**src/rtl/thirty_seven_bit_full_adder_pkg.sv**
```systemverilog
// Shared widths for the 37-bit registered ripple-carry adder.
package thirty_seven_bit_full_adder_pkg;

  localparam int unsigned Width       = 37;
  // Sum bits plus the carry-out bit.
  localparam int unsigned ResultWidth = Width + 1;

endpackage

```
**src/rtl/full_adder_bit.sv**
```systemverilog
// One-bit full adder cell used as the ripple-chain element.
module full_adder_bit (
  input  logic a,
  input  logic b,
  input  logic cin,
  output logic s,
  output logic cout
);

  assign s    = a ^ b ^ cin;
  assign cout = (a & b) | (a & cin) | (b & cin);

endmodule

```
**src/rtl/thirty_seven_bit_full_adder.sv**
```systemverilog
// Registered ripple-carry adder: {c_out, sum} <= a + b + c_in, one-cycle latency.
module thirty_seven_bit_full_adder
  import thirty_seven_bit_full_adder_pkg::*;
#(
  parameter int unsigned WIDTH = Width
) (
  input  logic             clk,
  input  logic             rst_n,
  input  logic [WIDTH-1:0] a,
  input  logic [WIDTH-1:0] b,
  input  logic             c_in,
  output logic [WIDTH-1:0] sum,
  output logic             c_out
);

  logic [WIDTH:0]   carry;
  logic [WIDTH-1:0] sum_d;

  assign carry[0] = c_in;

  for (genvar i = 0; i < WIDTH; i++) begin : g_ripple
    full_adder_bit u_fa (
      .a    (a[i]),
      .b    (b[i]),
      .cin  (carry[i]),
      .s    (sum_d[i]),
      .cout (carry[i+1])
    );
  end

  always_ff @(posedge clk) begin
    if (!rst_n) begin
      sum   <= '0;
      c_out <= 1'b0;
    end else begin
      sum   <= sum_d;
      c_out <= carry[WIDTH];
    end
  end

endmodule

```
**config.mk**
```make
export PLATFORM = sky130hd
export DESIGN_NAME = thirty_seven_bit_full_adder
export DESIGN_NICKNAME = d
export VERILOG_FILES = /design/src/rtl/thirty_seven_bit_full_adder_pkg.sv /design/src/rtl/full_adder_bit.sv /design/src/rtl/thirty_seven_bit_full_adder.sv
export SDC_FILE = /design/constraint.sdc
export NUM_CORES = 1
export LEC_CHECK = 0
export CAP_MARGIN = 40
export CORE_ASPECT_RATIO = 0.7
export CORE_MARGIN = 5
export CORE_UTILIZATION = 39
export DETAILED_ROUTE_END_ITERATION = 10
export GPL_TIMING_DRIVEN = 0
export PLACE_DENSITY = 0.85
export RECOVER_POWER = 50
export SLEW_MARGIN = 20
export SYNTH_ARGS = -nofsm -noshare
export SYNTH_HDL_FRONTEND = slang
export SYNTH_SLANG_ARGS = --single-unit
export TNS_END_PERCENT = 30
```
**constraint.sdc**
```tcl
create_clock -name clk -period 35.5 [get_ports clk]
set_input_delay 5.325 -clock clk [delete_from_list [all_inputs] [get_ports clk]]
set_output_delay 5.325 -clock clk [all_outputs]
set_load 0.02 [all_outputs]
```
# == Word-level counts from Yosys, hierarchy flattened ==
# Index checks and enable logic that the tools add are counted.
# totals
ff_bits,38
inputBits,77
out_inout_bits,38
wordCells,261
# classes
bitwise_logic,259
# op_table
op,n
1-bit AND,111
1-bit OR,74
1-bit bitwise XOR,74

# == Longest topological paths before layout ==
# Gate-level depths: netlist of run 1.
# logic_depth
word_depth,111
depth_mapped,41
depth_no_buf,41

# == Hierarchy ==
# Synthesis of run 1 repeated with hierarchy kept, for this count alone.
# unflattened
cells_unflattened,117
hier_area_um2,1778.0
# modules_own_cells
module,n_inst,cells_each,area_each_um2,seq_area_each_um2
thirty_seven_bit_full_adder,1,80,1037.2,760.7
full_adder_bit,37,1,20.0,0.0

# == Worst setup path after synthesis of run 1 ==
# Ideal clock, no wire load.
# synth_path
path_type,input -> register
startpoint,input a[0]
endpoint,register sum[36]
setup_time_ps,65
arrival_ps,19395
t_required_ps,35435
slack_ps,16040
stages,41
path_buffers,0
path_cell_list,inv_1 > fa_1 > inv_1 > fa_1 > fa_1 > fa_1 > fa_1 > fa_1 > fa_1 > fa_1 > fa_1 > fa_1 > fa_1 > fa_1 > fa_1 > fa_1 > fa_1 > fa_1 > [... 5 more ...] > fa_1 > fa_1 > fa_1 > fa_1 > fa_1 > fa_1 > fa_1 > fa_1 > fa_1 > fa_1 > fa_1 > fa_1 > fa_1 > fa_1 > fa_1 > inv_1 > fa_1 > nor2b_1
# synth_between
elab_chain_len,109
elab_cells_between_ends,145
cone_classes,bitwise (145)
# synth_lines
element,line,source
start: declaration,thirty_seven_bit_full_adder.sv:9,"input logic [WIDTH-1:0] a,"
1-bit AND,full_adder_bit.sv:11,assign cout = (a & b) | (a & cin) | (b & cin);
1-bit OR * (2 in a row),full_adder_bit.sv:11,
1-bit AND,full_adder_bit.sv:11,
1-bit OR,full_adder_bit.sv:11,
1-bit OR *,full_adder_bit.sv:11,
1-bit AND,full_adder_bit.sv:11,
1-bit OR,full_adder_bit.sv:11,
1-bit OR *,full_adder_bit.sv:11,
[... 92 more ...],-,
1-bit OR *,full_adder_bit.sv:11,
1-bit AND,full_adder_bit.sv:11,
1-bit OR,full_adder_bit.sv:11,
1-bit OR *,full_adder_bit.sv:11,
1-bit AND,full_adder_bit.sv:11,
1-bit OR,full_adder_bit.sv:11,
1-bit OR *,full_adder_bit.sv:11,
1-bit bitwise XOR *,full_adder_bit.sv:10,assign s = a ^ b ^ cin;
end signal: assignment,thirty_seven_bit_full_adder.sv:36,sum <= sum_d;
end: declaration,thirty_seven_bit_full_adder.sv:12,"output logic [WIDTH-1:0] sum,"
# Mark *: on every way between the ends. The rest lies on a longest branch, timed or not.
# A chain may end at the register's enable or synchronous reset.

# == Worst setup path in the final report of run 1 ==
# Same ends and word-level chain as after synthesis.

==> out/metrics.cfg, run 1 <==
[worst_setup_path]
crit_path_end_kind=flop
arrival_ns=20.54
cp-startpoint=a[0]
crit_top_cell=fa_1
cpPeakStageDelay_ns=0.53
crit_type=input port to flop
cp.required_ns=35.72
crit_slowest_cell=dlygate4sd3_1
critPathLaunchType=input port
path_max_fanout=1

[layout]
drive_gt1_frac=0.0451
finalNetCount=358
num_antenna_cells=0
fin_util=0.700
regArea_um2=761
syn_to_final_growth_pct=70.9
fill_cells=339
final_area_um2=3080
multi_input_area_um2=978

[synthesis]
synth_edf_count=0
yosys.area_share.simple=0.132
ys_warn_count=0
synth_top_area_share=0.422
synth_fp_nets=238
synth_area_um2=1800
ys_types=7
syn-instance-count=124
syn_avg_cell_area_um2=14.6
postSynth.asyncResetShare=0
synth_xor_xnor_area_share=0
yosysTopAreaCell=dfxtp_1
synthFlopType=dfxtp_1
synth_top_family_by_area=adder cells
yosys-top-cells-area=dfxtp_1 (42%), fa_1 (41%), and2_1 (12%)
seq_area_frac_synth=0.422
synth_compound_area_frac=0
yosysMostFrequentCell=dfxtp_1
synthAdderAreaFrac=0.411
synthMuxAreaShare=0
synth_common_cells=dfxtp_1 (38), fa_1 (37), and2_1 (35)
synth_seq_cells=38

[clocking]
cts.sinks=38
htree_levels=2
root_buffer=clkbuf_8
numCtsBuffers=5
clockBufferDepth=2
clk_pin_slew_worst_paths_ns=0.07
cts_resized=0
postCtsSetupBuffers=0
cts_tree=yes
postCtsHoldBufs=0

[power]
pwr_density_cell_nw_per_um2=37.4
combPwrFrac=0.337
seq_power_share=0.428
cell_internal_pwr_w=0.0000828
switching_share=0.282
cellLeakagePower_nw=1.29
clockPowerShare=0.235
switching_power_w=0.0000325
ir_drop_v=0.0000253

[drt]
dr.pass1.iters=3
via_per_inst=4.30
wl_um=4360
drtAntennaViolNets=0
drcViolationCount=0
drt_iter0_markers=18
dr_total_vias=1285
wl_per_cell_um=14.6

[timing]
grt_setup_unrepaired=no
period_share=0.572
setup_viol=0
tightest_slew_ns=0.263
final.min_clock_period_ns=20.32
fmax_mhz=49.2
slew_violations=0
slew_headroom=0.824
setup_tns_ns=0
hold_viol_final=0

[global_routing]
grt_use_total=0.159
grt_pass1_wl_um=7260
grt_pass1_vias=1487
grt_max_degree=12
antenna_found_initial=0
grt-ovfl-total=0

[placement]
place_area_um2=3000
port_buffers=113
place_hpwl_um=3930
place_congestion=0.769

[floorplan]
start_util=0.410
ios=115
die_h_um=66.9
die_w_um=91.3
core_region_area_um2=4400
die_area_um2=6110
rows=20

[run]
cap_violations=0

[hold_path]
min_from=rst_n
min_path_type=input port to flop

[status]
status=complete, no violations

-- logic make-up (layout without fill, tap and decap cells) --
logic type    count (synthesis)  count (layout)
flops                        38              38
simple gates                 38              38
buf+inv                      11             131
fa+ha+maj                    37              37
-- sequential cells by signal, summed over array words and instances, names as in the netlist --
name and count:
sum 37, c_out 1
-- cell usage in the layout, fill, tap and decap left out --
master           instances
and2_1                  35
clkinv_2                 2
nor2b_1                  3
clkdlybuf4s50_1         75
inv_1                    7
buf_6                    3
dfxtp_1                 38
dlygate4sd3_1           38
fa_1                    37
clkbuf_2                 1
clkbuf_8                 5
-- layout make-up --
| class | count | share of cell area |
|---|---|---|
| timing repair buffer | 113 | 0.367 |
| clock buffer | 5 | 0.0223 |
| buffer | 4 | 0.0126 |
| multi-input combinational | 75 | 0.317 |
| sequential | 38 | 0.247 |
| tap | 55 | 0.0223 |
| clock inverter | 2 | 0.00325 |
| inverter | 7 | 0.00852 |
-- critical path: cells and delay by family --
family	cells	cell delay, ns
buffers and inverters	4	0.74
adders and majority gates	37	14.36
and+or+nand+nor	1	0.10
-- stage by stage --
stage          std cells  hold slack [ns]  total power [W]  setup slack, ns
2_1_floorplan        124             5.56        0.0000679            16.04
3_3_place_gp         292             5.59        0.0000911            15.04
3_5_place_dp         292             5.60        0.0000922            15.00
4_1_cts              299             5.30         0.000120            15.23
5_1_grt              299             5.31         0.000123            14.60
6_report             299             5.31         0.000115            15.18
-- power by group through the flow --
stage / Sequential (W) / Clock (W) / Combinational, W
6_report: 0.0000493 / 0.0000271 / 0.0000388
5_1_grt: 0.0000501 / 0.0000303 / 0.0000430
4_1_cts: 0.0000497 / 0.0000283 / 0.0000417
3_5_place_dp: 0.0000507 / 0 / 0.0000415
3_3_place_gp: 0.0000504 / 0 / 0.0000406
2_1_floorplan: 0.0000579 / 0 / 0.00000996
-- metal layers --
metal	part of all wire	GRT usage	vias to the layer above
li1	-	-	599
met1	0.35	0.167	620
met2	0.55	0.296	56
met3	0.073	0.0463	10
met4	0.028	0.0714	0
met5	0	0	-
-- path summary, 6_finish.rpt --
kind / end / slack (ns) / depth (start not counted)
max: sum[36]$_SDFF_PN0_ / 15.18 / 42
min: sum[8]$_SDFF_PN0_ / 5.31 / 2
Power figures use the tool's default switching activity.
==> run 2: changes to the inputs <==
--- a/config.mk
+++ b/config.mk
@@ -8,10 +8,10 @@
 export CAP_MARGIN = 40
 export CORE_ASPECT_RATIO = 0.7
 export CORE_MARGIN = 5
-export CORE_UTILIZATION = 39
+export CORE_UTILIZATION = 33
 export DETAILED_ROUTE_END_ITERATION = 10
 export GPL_TIMING_DRIVEN = 0
-export PLACE_DENSITY = 0.85
+export PLACE_DENSITY = 0.77
 export RECOVER_POWER = 50
 export SLEW_MARGIN = 20
 export SYNTH_ARGS = -nofsm -noshare
==> constraint.sdc (replaced) <==
create_clock -name clk -period 16.9 [get_ports clk]
set_input_delay 2.535 -clock clk [delete_from_list [all_inputs] [get_ports clk]]
set_output_delay 2.535 -clock clk [all_outputs]
set_load 0.02 [all_outputs]
==> out/metrics.cfg, run 2 (same netlist as run 1, synthesis figures left out) <==
[status]
status=complete, no violations

[timing]
final.min_clock_period_ns=16.43
period_share=0.972
grt_setup_unrepaired=no
fmax_mhz=60.9
tightest_slew_ns=0.255  ; -0.00808 ns
setup_tns_ns=0  ; unchanged
slew_headroom=0.829  ; +0.00541
hold_viol_final=0  ; unchanged
slew_violations=0  ; unchanged
holdWs_ns=2.52  ; -2.79 ns
setup_viol=0  ; unchanged

[floorplan]
core_region_area_um2=5260  ; +19%
rows=22  ; +10%
die_w_um=98.4  ; +7.8%
die_h_um=71.9  ; +7.4%
start_util=0.343  ; -0.0665
ios=115  ; unchanged
die_area_um2=7070  ; +16%

[worst_setup_path]
critPathLaunchType=input port
crit_path_end_kind=flop
arrival_ns=16.65  ; -3.89 ns
cp.required_ns=17.12  ; -18.60 ns
crit_top_cell=fa_2
crit_type=input port to flop
cpPeakStageDelay_ns=0.40  ; -0.13 ns
crit_slowest_cell=fa_2
path_max_fanout=1  ; unchanged

[clocking]
postCtsSetupBuffers=0  ; unchanged
clockBufferDepth=2  ; unchanged
postCtsHoldBufs=0  ; unchanged
numCtsBuffers=5  ; unchanged
cts.sinks=38  ; unchanged
clk_pin_slew_worst_paths_ns=0.07  ; about the same
cts_tree=yes
htree_levels=2  ; unchanged
root_buffer=clkbuf_8

[power]
ir_drop_v=0.0000322  ; +27%
cellLeakagePower_nw=1.28  ; -1.0%
p_total_w=0.000249  ; +120%
pwr_density_cell_nw_per_um2=78.7  ; +110%

[layout]
multi_input_area_um2=1030  ; +5.4%
final_cell_mix=clkdlybuf4s50_1 (76), dfxtp_1 (38), dlygate4sd3_1 (37), and2_1 (35), fa_2 (21)
num_antenna_cells=0  ; unchanged
finalNetCount=358  ; unchanged
regArea_um2=761  ; unchanged
syn_to_final_growth_pct=75.7
layout_commonest_cell=clkdlybuf4s50_1
regMostFlops=sum
fill_cells=427  ; +26%
drive_gt1_frac=0.131  ; +0.0855
biggestRegsByFlops=sum x37, c_out x1
largest_register_ffs=37  ; unchanged

[global_routing]
grt_pass1_vias=1398  ; -6.0%
grt_max_degree=12  ; unchanged
grt_use_total=0.124  ; -0.0342
antenna_found_initial=0  ; unchanged
grt_pass1_wl_um=6790  ; -6.5%
grt-ovfl-total=0  ; unchanged

[drt]
wl_um=4180  ; -3.9%
drcViolationCount=0  ; unchanged
drtAntennaViolNets=0  ; unchanged
drt_iter0_markers=11  ; -7
wl_per_cell_um=13.2  ; -9.4%
dr.pass1.iters=2  ; -1
via_per_inst=3.98  ; -7.4%
dr_total_vias=1261  ; -1.9%

[hold_path]
hold_path_end=sum[4]$_SDFF_PN0_
min_from=rst_n
min_path_type=input port to flop
hold_path_depth=2  ; unchanged

[run]
cap_violations=0  ; unchanged

[placement]
place_congestion=0.722  ; -6.1%
place_hpwl_um=3740  ; -4.7%
port_buffers=113  ; unchanged

==> run 2: power by group <==
part           leakage [nW]  switching (W)  internal, W
Clock                0.0482      0.0000293    0.0000329
Sequential            0.317     0.00000217     0.000101
Combinational         0.916      0.0000375    0.0000463
==> run 2: layout make-up <==
class | instances | share of cell area
Timing Repair Buffer | 113 | 0.357
Multi-Input combinational cell | 75 | 0.325
Sequential cell | 38 | 0.240
Tap cell | 72 | 0.0284
Clock buffer | 7 | 0.0272
Buffer | 4 | 0.0122
Inverter | 7 | 0.00829
Clock inverter | 1 | 0.00158
==> run 2: timing repair <==
action	4_1_cts	5_1_grt
setup endpoints to repair	3	3
pin swaps	1	0
resized for setup	13	8
==> run 2: stage by stage <==
| step | cell area, um2 | worst slack [ns] | instances | util |
|---|---|---|---|---|
| after CTS | 3150 | 0.00806 | 317 | 0.599 |
| after global routing | 3170 | 0.0193 | 317 | 0.603 |
| after detailed placement | 3030 | -0.933 | 309 | 0.575 |
| after global placement | 3030 | -0.790 | 309 | 0.575 |
| final | 3170 | 0.466 | 317 | 0.603 |
| after floorplan | 1800 | 0.230 | 124 | - |
==> run 2: per-layer routing <==
metal / vias to the layer above / part of all wire / GRT usage
met5: - / 0 / 0
met4: 0 / 0.00048 / 0.0364
met3: 2 / 0.11 / 0.0554
met2: 67 / 0.51 / 0.207
met1: 591 / 0.39 / 0.147
li1: 601 / - / -
==> run 2: critical path, delay by kind of cell <==
family	cells	cell delay (ns)
adder cells (fa/ha/maj)	37	13.39
buffers and inverters	4	0.59
AND/OR/NAND/NOR	1	0.10
==> run 2: worst max-delay path by stage <==
stage | from | endpoint | slack [ns] | cells after the start
final | a[0] | sum[36]$_SDFF_PN0_ | 0.47 | 42
after global routing | a[0] | sum[36]$_SDFF_PN0_ | 0.02 | 42
after CTS | a[0] | sum[36]$_SDFF_PN0_ | 0.008 | 42
after detailed placement | a[0] | sum[36]$_SDFF_PN0_ | -0.93 | 42
after global placement | a[0] | sum[36]$_SDFF_PN0_ | -0.79 | 42
after floorplan | a[0] | sum[36]$_SDFF_PN0_ | 0.23 | 41
